File: src/rtl/banco_registros.sv
// RV32I integer register file: N_REG x ANCHO, two registered read ports with
// optional write-to-read forwarding, read-hold input and a post-reset clear sweep.

// One registered read port: x0 reads as zero, optional forwarding of the
// write port, output cleared during reset and the clear sweep.
module banco_puerto_lectura #(
    parameter int ANCHO  = 32,
    parameter int AW     = 5,
    parameter int BYPASS = 1
) (
    input  logic             clk,
    input  logic             reset,
    input  logic             limpiando,
    input  logic             habilitar,
    input  logic [AW-1:0]    rs,
    input  logic [ANCHO-1:0] mem_dato,
    input  logic             we,
    input  logic [AW-1:0]    rd,
    input  logic [ANCHO-1:0] wd,
    output logic [ANCHO-1:0] dato
);
    logic [ANCHO-1:0] val;

    // Select the value to capture: zero register, forwarded write, or array contents
    always_comb begin
        val = mem_dato;
        if (rs == '0)
            val = '0;
        else if ((BYPASS != 0) && we && (rd == rs))
            val = wd;
    end

    // Output register: zero while not operational, holds when habilitar is low
    always_ff @(posedge clk) begin
        if (reset || limpiando)
            dato <= '0;
        else if (habilitar)
            dato <= val;
    end
endmodule

module banco_registros #(
    parameter int ANCHO  = 32,
    parameter int N_REG  = 32,
    parameter int BYPASS = 1
) (
    input  logic                     clk,
    input  logic                     reset,
    input  logic                     habilitar,
    input  logic [$clog2(N_REG)-1:0] rs1,
    input  logic [$clog2(N_REG)-1:0] rs2,
    input  logic                     we,
    input  logic [$clog2(N_REG)-1:0] rd,
    input  logic [ANCHO-1:0]         wd,
    output logic [ANCHO-1:0]         rd1,
    output logic [ANCHO-1:0]         rd2,
    output logic                     listo
);
    localparam int AW = $clog2(N_REG);
    localparam int NUM_PUERTOS = 2;

    typedef enum logic {LIMPIANDO = 1'b0, OPERATIVO = 1'b1} estado_t;

    estado_t          estado, estado_sig;
    logic [AW-1:0]    contador;
    logic             limpiando;
    logic [ANCHO-1:0] mem [N_REG];

    logic [NUM_PUERTOS-1:0][AW-1:0]    rs_vec;
    logic [NUM_PUERTOS-1:0][ANCHO-1:0] mem_dato;
    logic [NUM_PUERTOS-1:0][ANCHO-1:0] dato;

    // State register: reset always restarts the clear sweep
    always_ff @(posedge clk) begin
        if (reset)
            estado <= LIMPIANDO;
        else
            estado <= estado_sig;
    end

    // Next state: leave the sweep on the edge that clears the last register
    always_comb begin
        estado_sig = estado;
        if (estado == LIMPIANDO && contador == AW'(N_REG - 1))
            estado_sig = OPERATIVO;
    end

    // Outputs decoded from state; listo rises on the same edge as the last clear
    always_comb begin
        limpiando = (estado == LIMPIANDO);
        listo     = (estado == OPERATIVO);
    end

    // Sweep index; x0 is never stored, so clearing starts at x1
    always_ff @(posedge clk) begin
        if (reset)
            contador <= AW'(1);
        else if (limpiando)
            contador <= contador + AW'(1);
    end

    // Array write: sweep clears, user writes only once operational, x0 discarded
    always_ff @(posedge clk) begin
        if (!reset) begin
            if (limpiando)
                mem[contador] <= '0;
            else if (we && rd != '0)
                mem[rd] <= wd;
        end
    end

    assign rs_vec = {rs2, rs1};

    for (genvar p = 0; p < NUM_PUERTOS; p++) begin : g_puerto
        assign mem_dato[p] = mem[rs_vec[p]];

        banco_puerto_lectura #(
            .ANCHO (ANCHO),
            .AW    (AW),
            .BYPASS(BYPASS)
        ) u_puerto (
            .clk      (clk),
            .reset    (reset),
            .limpiando(limpiando),
            .habilitar(habilitar),
            .rs       (rs_vec[p]),
            .mem_dato (mem_dato[p]),
            .we       (we),
            .rd       (rd),
            .wd       (wd),
            .dato     (dato[p])
        );
    end

    assign rd1 = dato[0];
    assign rd2 = dato[1];
endmodule

File: config.mk
export PLATFORM = sky130hd
export DESIGN_NAME = banco_registros
export DESIGN_NICKNAME = d
export VERILOG_FILES = /design/src/rtl/banco_registros.sv
export SDC_FILE = /design/constraint.sdc
export NUM_CORES = 1
export LEC_CHECK = 0
export CAP_MARGIN = 25
export CORE_MARGIN = 4
export CORE_UTILIZATION = 55
export CTS_CLUSTER_DIAMETER = 50
export DETAILED_ROUTE_END_ITERATION = 12
export HOLD_SLACK_MARGIN = 0.02
export PLACE_DENSITY = 0.75
export SLEW_MARGIN = 10
export SYNTH_ARGS = -nofsm -noshare
export SYNTH_HDL_FRONTEND = slang
export SYNTH_SLANG_ARGS = --single-unit
File: constraint.sdc
create_clock -name clk -period 3.5 [get_ports clk]
set_input_delay 0.525 -clock clk [delete_from_list [all_inputs] [get_ports clk]]
set_output_delay 0.525 -clock clk [all_outputs]
set_load 0.02 [all_outputs]
==> qor.csv <==
metric,value,unit
initial antenna violation count,7,
die area,96900,um2
PnR worst setup slack,0.833,ns
Setup CP Type,flop to output port,
met2 Usage GRT,0.476,
Setup WS pre-CTS,0.429,ns
Worst EP arrival,2.14,ns
leak pwr,0.0172,uW
Setup crit end kind,output port,
DP HPWL,92800,um
CTS root buf,clkbuf_16,
Avg Inst Size Synth,19.2,um2
mapped cell area,50600,um2
First DRT Iteration DRCs,4122,
RSZ-0062 raised after global routing,false,
fin nets,2933,
Max Clk Rate,375,MHz
Synth cell types,55,
met1 Resource Use GR,0.423,
via density per instance,7.22,
Vias,30000,
Post-Synthesis Cells,2638,
Post-CTS Setup Bufs,0,
WL per Instance,35.9,um
site row count,110,
critical-path maximum fanout,12,
WHS,0.415,ns
Setup-failing EPs final,0,
GRT Util Overall,0.310,
peak supply drop,0.000416,V
Pre-Repair DR Iteration Count,5,
Sinks on Clock Net,1094,
Ys Warns,0,
gr busiest metal,met2,
global-route wire length before repair,218000,um
post-route minimum period,2.67,ns
total negative slack,0,ns
CTS buffer count,118,
pwr/cell area,492,nW/um2
largest net degree at the start of global routing,75,
GP Congestion,0.893,
slowest cell delay on critical path,0.76,ns
Max Slew Vio Count,0,
"Clk pin slew, worst setup/hold paths",0.06,ns
relative slew slack,0.460,
share of layout cells above drive strength 1,0.336,
"flops & latches, synth",1094,
vias in the first global route,31000,
clock latency on the worst-skew pair,0.70,ns
area grow syn2layout,16.1,%
"Hold Violations, Final",0,
Crit path max-delay family,buffers and inverters,
total wire length,149000,um
Max-Cap Viols,0,
IO Count,116,
status,"complete, no violations",
top_reg_cell synth,edfxtp_1,
clk buf depth,3,
Synth async-reset ratio,0,
Initial Utilization,0.559,
Crit-path slowest cell,clkdlybuf4s50_1,
clk_skew,0.0269,ns
Hold Buf Count CTS,0,
die height,311,um
DIE WIDTH,311,um
crit-path cells,clkdlybuf4s50_1,
Critical Path RT,2.97,ns
residual DRC count,0,
htree depth,3,
Final ANT Viol Nets,0,
CTS tree,yes,
port buffer count,115,
Syn Nets,2691,
remaining global-route overflow,0,
min-delay worst type,input port to flop,
crit share post-route,0.762,
CP Buf/Inv Count,1,
sequential element share of the synthesized area,0.636,
crit path launch type,flop,
met3 GRT Util,0.0919,
core area,90600,um2
Post-synth EDFFs,1024,
post-CTS sizing,0,
Tightest Pin Transition,0.803,ns
per-stage QoR:
| stage | cells | total power [uW] | instance area, um2 | util |
|---|---|---|---|---|
| after floorplan | 2638 | 15700 | 50600 | - |
| after global placement | 3935 | 16300 | 54700 | 0.604 |
| after detailed placement | 3936 | 16400 | 54700 | 0.604 |
| after CTS | 4157 | 29000 | 58700 | 0.648 |
| after global routing | 4157 | 29700 | 58700 | 0.648 |
| final | 4159 | 28900 | 58700 | 0.649 |
report_power, final:
| part | internal, uW | switching [uW] |
|---|---|---|
| clock network | 7460 | 5280 |
| registers | 14200 | 69.2 |
| logic | 799 | 1020 |
cells in the mapped netlist, types with 3 or more instances:
master | count | area [um2]
a211o_1 | 20 | 175
a211oi_1 | 20 | 150
a21o_1 | 8 | 60.1
a21oi_1 | 30 | 150
a221oi_1 | 7 | 61.3
a22o_1 | 8 | 70.1
a22oi_1 | 78 | 586
a31oi_1 | 7 | 43.8
and2_1 | 53 | 332
buf_1 | 12 | 45.0
buf_2 | 58 | 290
buf_4 | 21 | 158
buf_6 | 36 | 405
clkbuf_1 | 81 | 304
dfxtp_1 | 70 | 1400
edfxtp_1 | 1024 | 30700
inv_1 | 5 | 18.8
mux2_1 | 17 | 191
mux2_2 | 33 | 372
mux2i_1 | 128 | 1280
mux4_2 | 505 | 11400
nand2_1 | 37 | 139
nand2b_1 | 71 | 444
nand3_1 | 43 | 215
nand3b_1 | 3 | 22.5
nor2_1 | 103 | 387
nor2b_1 | 4 | 25.0
nor3_1 | 4 | 20.0
o2111ai_1 | 10 | 87.6
o21ai_0 | 7 | 35.0
o21ai_1 | 13 | 65.1
o221ai_1 | 7 | 61.3
o22ai_1 | 50 | 313
o31ai_1 | 20 | 150
o41ai_1 | 7 | 61.3
o41ai_2 | 3 | 48.8
xnor2_1 | 11 | 96.3
per-layer routing:
| metal | share of wire | vias up |
|---|---|---|
| met5 | 0.00043 | - |
| met4 | 0.044 | 8 |
| met3 | 0.13 | 396 |
| met2 | 0.47 | 2319 |
| met1 | 0.35 | 15600 |
| li1 | - | 11700 |
path summary, 6_finish.rpt:
check	endpoint	cells past startpoint	slack (ns)	from
worst min register to register	g_puerto[0].u_puerto.dato[20]$_SDFFE_PP0P_	2	0.49	g_puerto[0].u_puerto.dato[20]$_SDFFE_PP0P_
worst max register to register	mem[19][30]$_DFFE_PP_	8	0.86	listo$_SDFFE_PP0P_
worst max-delay path	listo	1	0.83	listo$_SDFFE_PP0P_
worst min-delay path	g_puerto[1].u_puerto.dato[0]$_SDFFE_PP0P_	3	0.41	rs2[3]
cells by family (layout without fill, tap and decap cells):
family	count (synthesis)	after routing	share of synthesized area
muxes	683	683	0.261
xor gates and xnor gates	11	11	0.00190
buffers and inverters	214	557	0.0242
adders and majority gates	2	2	0.000495
other	0	2	0
and+or+nand+nor	333	333	0.0336
AOI/OAI and AO/OA	301	301	0.0429
DFF	1094	1094	0.636
cells in the final DEF (no fill, tap or decap), types with 37 or more instances in the layout:
cell	n
buf_4	152
clkbuf_16	122
buf_12	64
o22ai_1	50
nand2_1	37
and2_1	53
nor2_1	71
mux4_2	505
nand3_1	43
clkdlybuf4s50_1	106
edfxtp_1	1024
dfxtp_1	70
mux2i_1	128
nand2b_1	71
a22oi_1	78
cell type report:
class | count | area [um2]
Sequential cell | 1094 | 32200
Antenna cell | 2 | 5.00
Tap cell | 1176 | 1470
Multi-Input combinational cell | 1330 | 17500
Fill cell | 5896 | 31800
Clock inverter | 69 | 722
Inverter | 6 | 22.5
Timing Repair Buffer | 330 | 3580
Clock buffer | 152 | 3280
flip-flops by register name, indices dropped and copies added, names as in the netlist:
signal and count:
g_puerto.u_puerto.dato 64, listo 1, mem 1024, contador 5
(Power assumes the default switching activity.)
